$ cat src/rtl/bus_dest_regfile.sv
// bus_dest_regfile: bus destination end; captures a word plus slot code, then commits it to one of five registers.
// Optional registered read-back port enabled by defining BUS_DEST_REGFILE_READBACK_EN.
module bus_dest_regfile #(
  parameter int WIDTH = 8,
  parameter int CNT_W = 8
) (
  input  logic             Clock,
  input  logic             Resetn,
`ifdef BUS_DEST_REGFILE_READBACK_EN
  input  logic [2:0]       rd_sel,
  output logic [WIDTH-1:0] rd_data,
`endif
  input  logic             in_valid,
  output logic             in_ready,
  input  logic [WIDTH-1:0] in_data,
  input  logic [2:0]       in_sel,
  output logic [WIDTH-1:0] r0,
  output logic [WIDTH-1:0] r1,
  output logic [WIDTH-1:0] r2,
  output logic [WIDTH-1:0] r3,
  output logic [WIDTH-1:0] r4,
  output logic             wr_done,
  output logic             sel_err,
  output logic [CNT_W-1:0] wr_count
);
  typedef enum logic {IDLE, COMMIT} state_t;
  state_t           state_q, state_d;
  logic [WIDTH-1:0] data_q, data_d;
  logic [2:0]       sel_q, sel_d;
  logic [WIDTH-1:0] regs_q [5];
  logic [WIDTH-1:0] regs_d [5];
  logic [CNT_W-1:0] cnt_q, cnt_d;
  logic             done_q, done_d, err_q, err_d;
`ifdef BUS_DEST_REGFILE_READBACK_EN
  logic [WIDTH-1:0] rd_q, rd_d;
  assign rd_data = rd_q;
`endif
  // Code map shared with the bus source selector: 000,111,001,010,011 -> slots 0..4
  function automatic logic sel_ok(input logic [2:0] s);
    return !(s inside {3'd4, 3'd5, 3'd6});
  endfunction
  function automatic logic [2:0] sel_idx(input logic [2:0] s);
    return s == 3'd7 ? 3'd1 : s == 3'd0 ? 3'd0 : s + 3'd1;
  endfunction
  always_comb begin
    state_d = state_q;
    data_d  = data_q;
    sel_d   = sel_q;
    regs_d  = regs_q;
    cnt_d   = cnt_q;
    done_d  = 1'b0;
    err_d   = 1'b0;
    if (state_q == IDLE) begin
      if (in_valid) begin
        data_d  = in_data;
        sel_d   = in_sel;
        state_d = COMMIT;
      end
    end else begin
      state_d = IDLE;
      if (sel_ok(sel_q)) begin
        regs_d[sel_idx(sel_q)] = data_q;
        cnt_d  = cnt_q + 1'b1;
        done_d = 1'b1;
      end else begin
        err_d = 1'b1;
      end
    end
`ifdef BUS_DEST_REGFILE_READBACK_EN
    rd_d = sel_ok(rd_sel) ? regs_q[sel_idx(rd_sel)] : '0;
`endif
  end
  always_ff @(posedge Clock) begin
    if (!Resetn) begin
      state_q <= IDLE;
      data_q  <= '0;
      sel_q   <= '0;
      regs_q  <= '{default: '0};
      cnt_q   <= '0;
      done_q  <= 1'b0;
      err_q   <= 1'b0;
`ifdef BUS_DEST_REGFILE_READBACK_EN
      rd_q    <= '0;
`endif
    end else begin
      state_q <= state_d;
      data_q  <= data_d;
      sel_q   <= sel_d;
      regs_q  <= regs_d;
      cnt_q   <= cnt_d;
      done_q  <= done_d;
      err_q   <= err_d;
`ifdef BUS_DEST_REGFILE_READBACK_EN
      rd_q    <= rd_d;
`endif
    end
  end
  assign in_ready = state_q == IDLE;
  assign r0       = regs_q[0];
  assign r1       = regs_q[1];
  assign r2       = regs_q[2];
  assign r3       = regs_q[3];
  assign r4       = regs_q[4];
  assign wr_done  = done_q;
  assign sel_err  = err_q;
  assign wr_count = cnt_q;
endmodule

$ cat config.mk
export PLATFORM = sky130hd
export DESIGN_NAME = bus_dest_regfile
export DESIGN_NICKNAME = d
export VERILOG_FILES = /design/src/rtl/bus_dest_regfile.sv
export SDC_FILE = /design/constraint.sdc
export NUM_CORES = 1
export LEC_CHECK = 0
export ABC_CLOCK_PERIOD_IN_PS = 4000
export CORE_MARGIN = 2
export CORE_UTILIZATION = 52
export CTS_CLUSTER_SIZE = 10
export DETAILED_ROUTE_END_ITERATION = 6
export PLACE_DENSITY_LB_ADDON = 0.3
export SLEW_MARGIN = 30
export SYNTH_ARGS = -nofsm -noshare
export SYNTH_HDL_FRONTEND = slang
export SYNTH_SLANG_ARGS = --single-unit
export TNS_END_PERCENT = 10
$ cat constraint.sdc
create_clock -name Clock -period 4 [get_ports Clock]
set_input_delay 0.8 -clock Clock [delete_from_list [all_inputs] [get_ports Clock]]
set_output_delay 0.8 -clock Clock [all_outputs]
set_load 0.01 [all_outputs]
# --- Word-level counts from Yosys, hierarchy flattened ---
# Cells that the tools add are included.
op_classes:
  n_addsub: 2
  n_lt_le_gt_ge: 2
  n_eq_ne: 4
  muxes: 8
  bitwise_logic: 4
  reduce_logical: 7
ops:
  columns: ["operator", "n"]
  rows:
  - ["bitwise mux 40 bit", 1]
  - ["demux 8 bit (select 3 bit)", 1]
  - ["== test 3 bit, second input constant", 4]
  - ["adder 8 x 1 -> 8 bit, second input constant", 1]
  - ["two-way mux 8 bit", 1]
  - ["two-way mux 3 bit", 2]
  - ["AND reduction 2 bit", 3]
  - ["greater-or-equal comparator 4 bit, second input constant", 1]
  - ["< comparator 4 x 1 -> 1 bit, second input constant", 1]
  - ["inverter 3 -> 4 bit", 1]
  - ["adder 3 x 1 -> 3 bit, second input constant", 1]
  - ["logical NOT 3 bit", 1]
  - ["two-way mux 1 bit", 3]
  - ["inverter 1 bit", 3]
  - ["nonzero test 3 bit", 1]
  - ["OR reduction 2 bit", 1]
  - ["logical AND 1 bit", 1]
totals:
  register_bits: 62
  inputBits: 14
  out_inout_bits: 51
  elab_cells: 38

# --- Logic depth before layout (Yosys ltp) ---
# Gate-level depths: netlist of the first run.
depth:
  depth_word: 9
  ltp_mapped: 8

# --- Least setup slack after synthesis of the first run ---
# No wires, ideal clock.
synth_path:
  kind: "register -> register"
  startpoint: "register sel_q[0]"
  endpoint: "register regs_q (netlist bit r0[0])"
  arrival_ns: 1.827
  required_time_ns: 3.881
  path_slack_ns: 2.054
  stages_incl_launch_ff: 8
  synth_period_minus_slack_ns: 1.946
  cell_sequence: "dfxtp_1 clkinv_1 ha_1 o31ai_4 nand2_2 or3_1 buf_6 mux2i_1"
synth_via:
  elab_chain_cells: 9
synth_lines:
  columns: ["element", "line_no", "source"]
  rows:
  - ["start: declaration", "29", "logic [2:0] sel_q, sel_d;"]
  - ["start signal: assignment", "88", "sel_q <= sel_d;"]
  - ["adder 3 x 1 -> 3 bit / logical NOT 3 bit (equally long branches)", "43", "return s == 3'd7 ? 3'd1 : s == 3'd0 ? 3'd0 : s + 3'd1;"]
  - ["two-way mux 3 bit (2 in a row)", "43", null]
  - ["inverter 3 -> 4 bit (not written as such)", "62", "regs_d[sel_idx(sel_q)] = data_q;"]
  - ["greater-or-equal comparator 4 bit (not written as such) / < comparator 4 x 1 -> 1 bit (equally long branches)", "62", null]
  - ["logical AND 1 bit (not written as such)", "62", null]
  - ["two-way mux 8 bit (not written as such)", "62", null]
  - ["demux 8 bit (select 3 bit)", "62", null]
  - ["bitwise mux 40 bit", "62", null]
  - ["end signal: assignment", "89", "regs_q <= regs_d;"]
  - ["end: declaration", "30", "logic [WIDTH-1:0] regs_q [5];"]
# Several ways; a longest one is shown, not always the timed one.
# A chain may end at the register's enable or synchronous reset.

# --- Final worst setup path of the first run ---
layout_path:
  startpoint: "register sel_q[0]"
  endpoint: "register regs_q (netlist bit r0[3])"
# Same word-level chain as after synthesis.

==> results.py, run 1 <==
metrics = {
    "die": {
        "die_w_microns": 73.0,
        "die-area_sq_mm": 0.00533,
        "rows": 25,
        "core_sq_mm": 0.00466,
        "io_pins": 65,
        "die_h_microns": 73.0,
        "start_util": 0.532,
    },
    "synthesis": {
        "syn_nets": 284,
        "syn_inst": 264,
        "yosys.area_share.simple": 0.210,
        "yosys.area_share.xor_xnor": 0.0212,
        "yosysUniqueCellTypes": 36,
        "yosys_warnings": 0,
        "netlist_area_sq_mm": 0.00248,
        "synth_edf_count": 0,
        "ys_seq_area_frac": 0.501,
        "async_flop_share": 0,
        "synth_adder_area_share": 0.0303,
        "synth_seq_cells": 62,
        "synthDominantCellAreaShare": 0.501,
        "synth.area.top_cells": "dfxtp_1, mux2i_1, nand2_1",
        "synth_largest_area_cell": "dfxtp_1",
        "synth_top_flop_cell": "dfxtp_1",
        "synth_top_family_by_area": "simple AND/OR/NAND/NOR gates",
        "synth-compound-area-share": 0.0757,
        "synthMuxAreaShare": 0.129,
        "syn_avg_cell_area_sq_um": 9.39,
    },
    "clock_tree": {
        "h-tree-depth": 3,
        "cts_setup_buffers": 0,
        "cts_root_buffer": "clkbuf_8",
        "worstSkewPairLatency_ns": 0.33,
        "cts_hold_buf": 0,
        "cts_resized": 0,
        "tritoncts.num_buffers": 9,
        "clock-sinks": 62,
        "cts_tree": "done",
        "clockBufferDepth": 2,
        "path_clk_slew_ns": 0.07,
    },
    "drt": {
        "firstDrtPassIters": 4,
        "vias": 2033,
        "drt_wl_total_mm": 5.28,
        "drc": 0,
        "routed_via_density": 5.27,
        "ant_nets": 0,
        "drt_iter0_markers": 152,
        "wl_per_cell_microns": 13.7,
    },
    "timing": {
        "period_share": 0.767,
        "slew_headroom": 0.532,
        "min_period_ns": 3.07,
        "finalHoldViolCount": 0,
        "fin_setup_tns_ns": 0,
        "slew_viol_final": 0,
        "holdWs_ns": 0.456,
        "worst_slew_pin_slew_ns": 0.700,
        "setup_viol": 0,
        "rsz0062_at_grt": "false",
        "fin_worst_skew_ns": 0.00666,
        "fmax_ghz": 0.326,
    },
    "grt": {
        "grt-busiest-layer": "met2",
        "grt_max_degree": 37,
        "grtUsageMet1": 0.302,
        "grt-ovfl-total": 0,
        "antenna_found_initial": 0,
        "grt_pass1_wl_mm": 8.94,
        "grtUsageMet3": 0.0622,
        "grtUsageTotal": 0.218,
        "grt_pass1_vias": 1906,
        "met2_usage": 0.316,
    },
    "setup_path": {
        "endpoint_kind": "flop",
        "crit_required_ns": 4.21,
        "critPathSlowestCell": "dfxtp_1",
        "critical_path_class": "reg2reg",
        "worstPathCellList": "clkinv_1 > ha_1 > o31ai_4 > nand2_2 > or3_1 > mux2i_1",
        "start_kind": "flop",
        "arrival_ns": 3.27,
        "max_stage_delay_ns": 0.69,
        "cp_max_fo": 15,
    },
    "final_layout": {
        "fill_cells": 372,
        "fin_util": 0.709,
        "nNetsFinal": 347,
        "drive_above_1_share": 0.0663,
        "final_cell_area_sq_mm": 0.00330,
        "antenna_cells": 0,
        "area_growth_syn_to_layout_pct": 33.3,
    },
    "placement": {
        "io_buffers": 64,
        "gp_congestion": 0.787,
        "hpwlAfterDp_mm": 3.71,
        "placed_cell_area_sq_mm": 0.00314,
    },
    "run": {
        "max_cap_viol_count": 0,
    },
    "power": {
        "p_per_area_mw_per_mm2": 362,
        "p_leak_nw": 1.29,
        "peakVddDrop_mv": 0.191,
        "power_mw": 1.20,
    },
    "outcome": {
        "status": "completed",
    },
    "worst_hold_path": {
        "hp-class": "reg2reg",
    },
}
## cell families after synthesis
logic type / Yosys count
compound gates: 33
fa+ha+maj: 6
flops: 62
xor+xnor: 6
simple gates: 107
buf+inv: 18
mux: 32
## worst paths after layout
check | from | end | slack, ns | cells after the start
worst max-delay path | sel_q[0] | r0[3] | 0.93 | 6
worst min-delay path | r3[6] | r3[6] | 0.46 | 2
worst max register to register | sel_q[0] | r0[3] | 0.93 | 6
worst min register to register | r3[6] | r3[6] | 0.46 | 2
## synth_stat cells (3+ instances only)
| cell | count |
|---|---|
| a21oi_1 | 21 |
| xor2_1 | 4 |
| ha_1 | 6 |
| o21ai_0 | 8 |
| and3_1 | 3 |
| clkbuf_1 | 9 |
| nand3_1 | 11 |
| nor2_1 | 15 |
| and2_1 | 3 |
| nand4_1 | 4 |
| dfxtp_1 | 62 |
| nand2_1 | 57 |
| mux2i_1 | 32 |
## per-layer routing
metal,vias to the layer above,wire length [microns]
met1,931,2470
met5,-,0
met4,0,58
met2,74,2390
met3,7,360
li1,1021,-
## layout make-up
class,instances,area (sq um),share of cell area
Clock buffer,12,145,0.0439
Clock inverter,4,22.5,0.00682
Inverter,4,15.0,0.00455
Multi-Input combinational cell,184,1160,0.350
Sequential cell,62,1240,0.376
Tap cell,54,67.6,0.0205
Timing Repair Buffer,66,656,0.198
## worst max-delay path, delay by kind of cell (launching register included)
family / cells / cell delay, ns
flops: 1 / 0.69
buf+inv: 1 / 0.42
compound gates: 1 / 0.52
mux: 1 / 0.18
simple gates: 2 / 0.79
fa+ha+maj: 1 / 0.34
## where the power goes
part | switching (mW) | internal (mW) | leakage [nW]
clock network | 0.226 | 0.239 | 0.0861
registers | 0.0162 | 0.629 | 0.502
logic | 0.0481 | 0.0393 | 0.700
total | 0.290 | 0.907 | 1.29
## cells in the final DEF (no fill, tap or decap), drive strengths merged
| cell type | count |
|---|---|
| clkdlybuf4s50 | 64 |
| buf | 2 |
| clkinvlp | 1 |
| xor2 | 4 |
| a21boi | 1 |
| o21ai | 8 |
| inv | 2 |
| clkbuf | 12 |
| dfxtp | 62 |
| ha | 6 |
| nand4 | 5 |
| nor2b | 2 |
| or3 | 1 |
| a31oi | 1 |
| mux2i | 32 |
| nor2 | 17 |
| or4 | 1 |
| nand3 | 11 |
| nand4b | 1 |
| nand2b | 2 |
| nand2 | 58 |
| nor4bb | 1 |
| xnor2 | 2 |
| nor3 | 1 |
| and2 | 3 |
| and3 | 3 |
| and4b | 1 |
| o31ai | 2 |
| clkinv | 5 |
| a21oi | 21 |
## stage by stage
step	setup WS [ns]	instances
after global routing	0.621	386
after floorplan	2.05	264
after CTS	0.922	386
after detailed placement	0.933	370
final	0.934	386
after global placement	0.979	370
## registers in the layout (all words and copies together) (netlist names), 3 cells and up
register,flops
data_q,8
r0,8
r1,8
r2,8
r3,8
r4,8
wr_count,8
sel_q,3
Power figures use the tool's default switching activity.
==> run 2: changes to the inputs <==
--- a/config.mk
+++ b/config.mk
@@ -5,9 +5,9 @@
 export SDC_FILE = /design/constraint.sdc
 export NUM_CORES = 1
 export LEC_CHECK = 0
-export ABC_CLOCK_PERIOD_IN_PS = 4000
+export ABC_CLOCK_PERIOD_IN_PS = 2900
 export CORE_MARGIN = 2
-export CORE_UTILIZATION = 52
+export CORE_UTILIZATION = 48
 export CTS_CLUSTER_SIZE = 10
 export DETAILED_ROUTE_END_ITERATION = 6
 export PLACE_DENSITY_LB_ADDON = 0.3
==> constraint.sdc (replaced) <==
create_clock -name Clock -period 2.9 [get_ports Clock]
set_input_delay 0.58 -clock Clock [delete_from_list [all_inputs] [get_ports Clock]]
set_output_delay 0.58 -clock Clock [all_outputs]
set_load 0.01 [all_outputs]
==> run 2 against run 1 <==
  * Worst setup slack worse by 0.24 ns
  * Clock skew is 0.00050 ns higher
  * Clock power is 78% higher
  * Register-to-register slack worse by 0.24 ns
  * Non-clock buffer count is 2 higher
  * Global-route usage is 0.66 points lower
  * Via count is 0.30% higher
  * Core utilization is 3.7 points lower
  * Sequential power is 37% higher
  * Sequential share of layout area is 0.92 points lower
  * Wire length is 5.3% higher
  * Combinational power is 49% higher
  * Critical endpoint is now r4[0]
  * Largest cell class unchanged
==> results.py, run 2 (same netlist as run 1, synthesis figures left out) <==
metrics = {
    "die": {
        "die_h_microns": 75.9,
        "rows": 26,
        "io_pins": 65,
        "die-area_sq_mm": 0.00575,
        "core_sq_mm": 0.00504,
        "die_w_microns": 75.9,
        "start_util": 0.492,
    },
    "timing": {
        "slew_viol_final": 0,
        "slew_headroom": 0.468,
        "setup_viol": 0,
        "fin_worst_skew_ns": 0.00716,
        "period_share": 0.759,
        "worst_slew_pin_slew_ns": 0.796,
        "min_period_ns": 2.20,
        "finalHoldViolCount": 0,
        "setup_ws_ns": 0.699,
        "rsz0062_at_grt": "false",
        "fin_setup_tns_ns": 0,
        "fmax_ghz": 0.454,
    },
    "final_layout": {
        "nNetsFinal": 349,
        "final_cell_area_sq_mm": 0.00339,
        "antenna_cells": 0,
        "final_cell_mix": "clkdlybuf4s50_1, dfxtp_1, nand2_1",
        "area_growth_syn_to_layout_pct": 36.6,
        "drive_above_1_share": 0.0719,
        "fill_cells": 417,
        "final_common_cell": "clkdlybuf4s50_1",
        "fin_util": 0.671,
    },
    "setup_path": {
        "max_stage_delay_ns": 0.38,
        "critical_path_class": "reg2reg",
        "crit_buf_inv": 1,
        "startpoint": "sel_q[0]",
        "reg2reg_slack_ns": 0.70,
        "endpoint_kind": "flop",
        "cp_max_fo": 14,
        "r2r_end": "r4[0]",
        "r2r_start": "sel_q[0]",
        "crit_top_cell": "ha_1",
        "critPathSlowestCell": "nand4_2",
        "crit_family": "simple AND/OR/NAND/NOR gates",
        "worst_r2r_path_depth": 7,
        "worstPathCellList": "buf_4 > ha_1 > ha_1 > nor4bb_1 > nand4_2 > mux2i_1 > nor2_1",
        "crit_required_ns": 3.11,
        "arrival_ns": 2.41,
        "start_kind": "flop",
    },
    "grt": {
        "grt-ovfl-total": 0,
        "grt_pass1_wl_mm": 8.84,
        "grt_pass1_vias": 1794,
        "antenna_found_initial": 0,
        "grt_max_degree": 35,
        "grtUsageTotal": 0.211,
    },
    "clock_tree": {
        "clockBufferDepth": 2,
        "h-tree-depth": 3,
        "clock-sinks": 62,
        "cts_setup_buffers": 0,
        "cts_root_buffer": "clkbuf_8",
        "tritoncts.num_buffers": 9,
        "cts_tree": "done",
        "cts_resized": 0,
        "cts_hold_buf": 0,
        "worstSkewPairLatency_ns": 0.33,
        "path_clk_slew_ns": 0.06,
    },
    "power": {
        "power_mw": 1.84,
        "peakVddDrop_mv": 0.298,
        "p_per_area_mw_per_mm2": 543,
        "p_leak_nw": 1.32,
    },
    "worst_hold_path": {
        "whs_endpoint": "r3[3]",
        "hold_start": "r3[3]",
        "hp-class": "reg2reg",
        "worstHoldPathCells": 2,
    },
    "placement": {
        "hpwlAfterDp_mm": 3.87,
        "placed_cell_area_sq_mm": 0.00317,
        "post-place-ws_ns": 0.711,
        "io_buffers": 64,
        "gp_congestion": 0.795,
    },
    "drt": {
        "drt_wl_total_mm": 5.56,
        "drc": 0,
        "firstDrtPassIters": 4,
        "routed_via_density": 5.05,
        "ant_nets": 0,
        "drt_iter0_markers": 181,
        "wl_per_cell_microns": 13.8,
        "vias": 2039,
    },
    "run": {
        "max_cap_viol_count": 0,
    },
    "outcome": {
        "status": "completed",
    },
}
run 2: changes by cell type in the layout (fill, tap and decap cells not counted), sizes merged:
cell,delta
buf,+2
bufinv,+2
clkinv,-1
clkinvlp,-1
run 2: where the power goes:
part	internal [mW]	total, mW	switching, mW	leakage [nW]
clock network	0.505	0.824	0.319	0.110
registers	0.867	0.885	0.0179	0.502
logic	0.0565	0.130	0.0738	0.710
run 2: cell type report:
cell class / instances / area (sq um) / area share
Sequential cell: 62 / 1240 / 0.367
Multi-Input combinational cell: 184 / 1160 / 0.341
Timing Repair Buffer: 68 / 671 / 0.198
Clock buffer: 12 / 145 / 0.0429
Tap cell: 70 / 87.6 / 0.0259
Clock inverter: 4 / 70.1 / 0.0207
Inverter: 4 / 15.0 / 0.00443
run 2: through the flow:
| stage | instances | hold WS [ns] |
|---|---|---|
| 5_1_grt | 404 | 0.476 |
| 6_report | 404 | 0.455 |
| 2_1_floorplan | 264 | 0.462 |
| 3_3_place_gp | 388 | 0.442 |
| 4_1_cts | 404 | 0.457 |
| 3_5_place_dp | 388 | 0.447 |
run 2: worst min-delay path: cells and delay by family, from the launching register on:
| kind | cells | cell delay, ns |
|---|---|---|
| flops | 1 | 0.31 |
| simple gates | 1 | 0.05 |
| mux | 1 | 0.05 |
run 2: routing by layer:
| metal | vias to the layer above | routed length [microns] | track usage |
|---|---|---|---|
| met5 | - | 0 | 0 |
| li1 | 1021 | - | - |
| met4 | 0 | 85 | 0.0897 |
| met2 | 63 | 2510 | 0.308 |
| met1 | 947 | 2630 | 0.292 |
| met3 | 8 | 325 | 0.0595 |
run 2: worst max-delay path by stage:
| stage | cells past startpoint | to | slack, ns |
|---|---|---|---|
| 3_5_place_dp | 7 | r4[5] | 0.71 |
| 5_1_grt | 6 | r0[4] | 0.55 |
| 6_report | 7 | r4[0] | 0.70 |
| 4_1_cts | 7 | r4[5] | 0.70 |
| 3_3_place_gp | 7 | r4[6] | 0.76 |
| 2_1_floorplan | 7 | r0[0] | 0.95 |
==> patch, RTL diff (settings of run 2) <==
Register the output `wr_count` once more, with the module's reset; this adds one clock of latency there. The other outputs are not delayed to match.
--- a/src/rtl/bus_dest_regfile.sv
+++ b/src/rtl/bus_dest_regfile.sv
@@ -103,6 +103,12 @@
   assign r4       = regs_q[4];
   assign wr_done  = done_q;
   assign sel_err  = err_q;
-  assign wr_count = cnt_q;
+  always_ff @(posedge Clock) begin
+    if (!Resetn) begin
+      wr_count <= '0;
+    end else begin
+      wr_count <= cnt_q;
+    end
+  end
 endmodule
 
Check against the original RTL: not equivalent (Yosys sat finds a counterexample within 4 cycles, from zero or initial values and one cycle with Resetn low).
==> patch against run 2 <==
Sequential share of layout area rose by 2.4 points. Area after synthesis is 9.6% higher. Total power increased by 1.3%. Sequential cell count is 8 higher. Global-route usage down 2.3 points. Maximum frequency shrank 4.2%. Routed wire length barely moved. Worst setup slack worse by 0.097 ns. Design area is 5.9% higher.
==> patch: results (changes against run 2) <==
stage;metric;value;unit;change
outcome;status;finished clean;;
placed_design;gp_congestion;0.789;;-0.70%
final_layout;drive_gt1_share;7.92;%;+0.73 points
route;dr_wl_met2;2.40;mm;-4.3%
worst_setup_path;cpLargestDelayFamily;simple AND/OR/NAND/NOR gates;;
final_layout;final_area;3580;um2;+5.9%
route;vias;2018;;-1.0%
worst_setup_path;slowest_delay;0.51;ns;+0.13 ns
logic_synthesis;syn_inst;272;;+3.0%
final_layout;multi_input_area;1230;um2;+6.6%
worst_setup_path;cp_slowest_cell;a21oi_2;;
power_and_ir_drop;leakage;1.43;nW;+8.0%
worst_setup_path;worst-endpoint-arrival;2.56;ns;+0.15 ns
floorplan;nWellTaps;72;;+2.9%
route;wl_met1;2.77;mm;+5.0%
timing;finalCritPeriodShare;79.2;%;+3.3 points
placed_design;pre_cts_slack;0.641;ns;-0.0696 ns
grt;grt_pass1_vias;1843;;+2.7%
cts;ctsRootBufferMaster;clkbuf_8;;
logic_synthesis;synthDistinctLibCells;30;;-17%
logic_synthesis;yosysSeqAreaShare;51.6;%;+1.5 points
grt;grt_pass1_wl;8.92;mm;+0.94%
worst_setup_path;cp-startpoint;sel_q[0];;
final_layout;clock_buffers;11;;-1
worst_setup_path;r2r_slack;0.60;ns;-0.10 ns
power_and_ir_drop;peakVddDrop;0.312;mV;+4.6%
cts;clock-sinks;70;;+13%
grt;grt_max_degree;39;;+11%
cts;clock_latency;0.34;ns;
worst_setup_path;reg2reg_depth;6;;-1
grt;met3_usage;4.89;%;-1.1 points
final_layout;seq_share;39.1;%;+2.4 points
logic_synthesis;synthesis.nets;292;;+2.8%
logic_synthesis;synth_area_leaders;dfxtp_1 52%, mux2i_1 15%, nand2_1 10%;;
placed_design;place_area;3400;um2;+7.4%
final_layout;nNetsFinal;357;;+2.3%
route;wl_met3;307;um;-5.5%
timing;finalClockSkew;0.0111;ns;+0.00389 ns
placed_design;place_inst;398;;+2.6%
final_layout;n_fill_cell;463;;+11%
timing;worst_slew_pin_slew;0.714;ns;-0.0822 ns
final_layout;nNonClkBuffers;68;;unchanged
route;first_iter_violations;102;;-44%
worst_setup_path;cp-endpoint;r1[6];;
route;firstDrtPassIters;4;;unchanged
placed_design;place_hpwl;3.87;mm;about the same
grt;use_met2;27.9;%;-3.0 points
grt;met1_usage;25.3;%;-4.0 points
logic_synthesis;synth_commonest_cells;74 x nand2_1, 70 x dfxtp_1, 41 x mux2i_1;;
route;maxUsedRoutingLayer;met4;;
grt;grt_use_total;18.8;%;-2.3 points
final_layout;final-clk-cell-share;5.03;%;-1.3 points
final_layout;nonClkBufAreaFrac;18.6;%;-1.2 points
route;drt-total-wl;5.56;mm;about the same
route;avgViaCountPerCell;4.89;;-3.2%
worst_setup_path;crit_fanout;8;;-6
==> patch: power by group <==
part           internal (mW)  switching [mW]
clock                  0.392           0.349
combinational         0.0600          0.0696
sequential             0.978          0.0148
==> patch: kinds of logic after synthesis <==
family,synth area share [%]
AND/OR/NAND/NOR,20.0
flip-flops,51.6
multiplexers,15.1
AO/OA/AOI/OAI,5.90
buffers and inverters,3.04
adder cells (fa/ha/maj),2.76
XOR/XNOR,1.61
==> patch: worst min path at each step <==
stage,startpoint,to,slack [ns],cells past startpoint
2_1_floorplan,data_q[1],data_q[1],0.44,2
3_3_place_gp,r2[5],r2[5],0.45,2
3_5_place_dp,r4[7],r4[7],0.45,2
4_1_cts,r4[7],r4[7],0.46,2
5_1_grt,r2[5],r2[5],0.48,2
6_report,r4[7],r4[7],0.46,2
==> patch: worst min-delay path, stage by stage (launching register included) <==
cell	delay, ns
dfxtp_1	0.31
nand2_1	0.05
mux2i_1	0.05
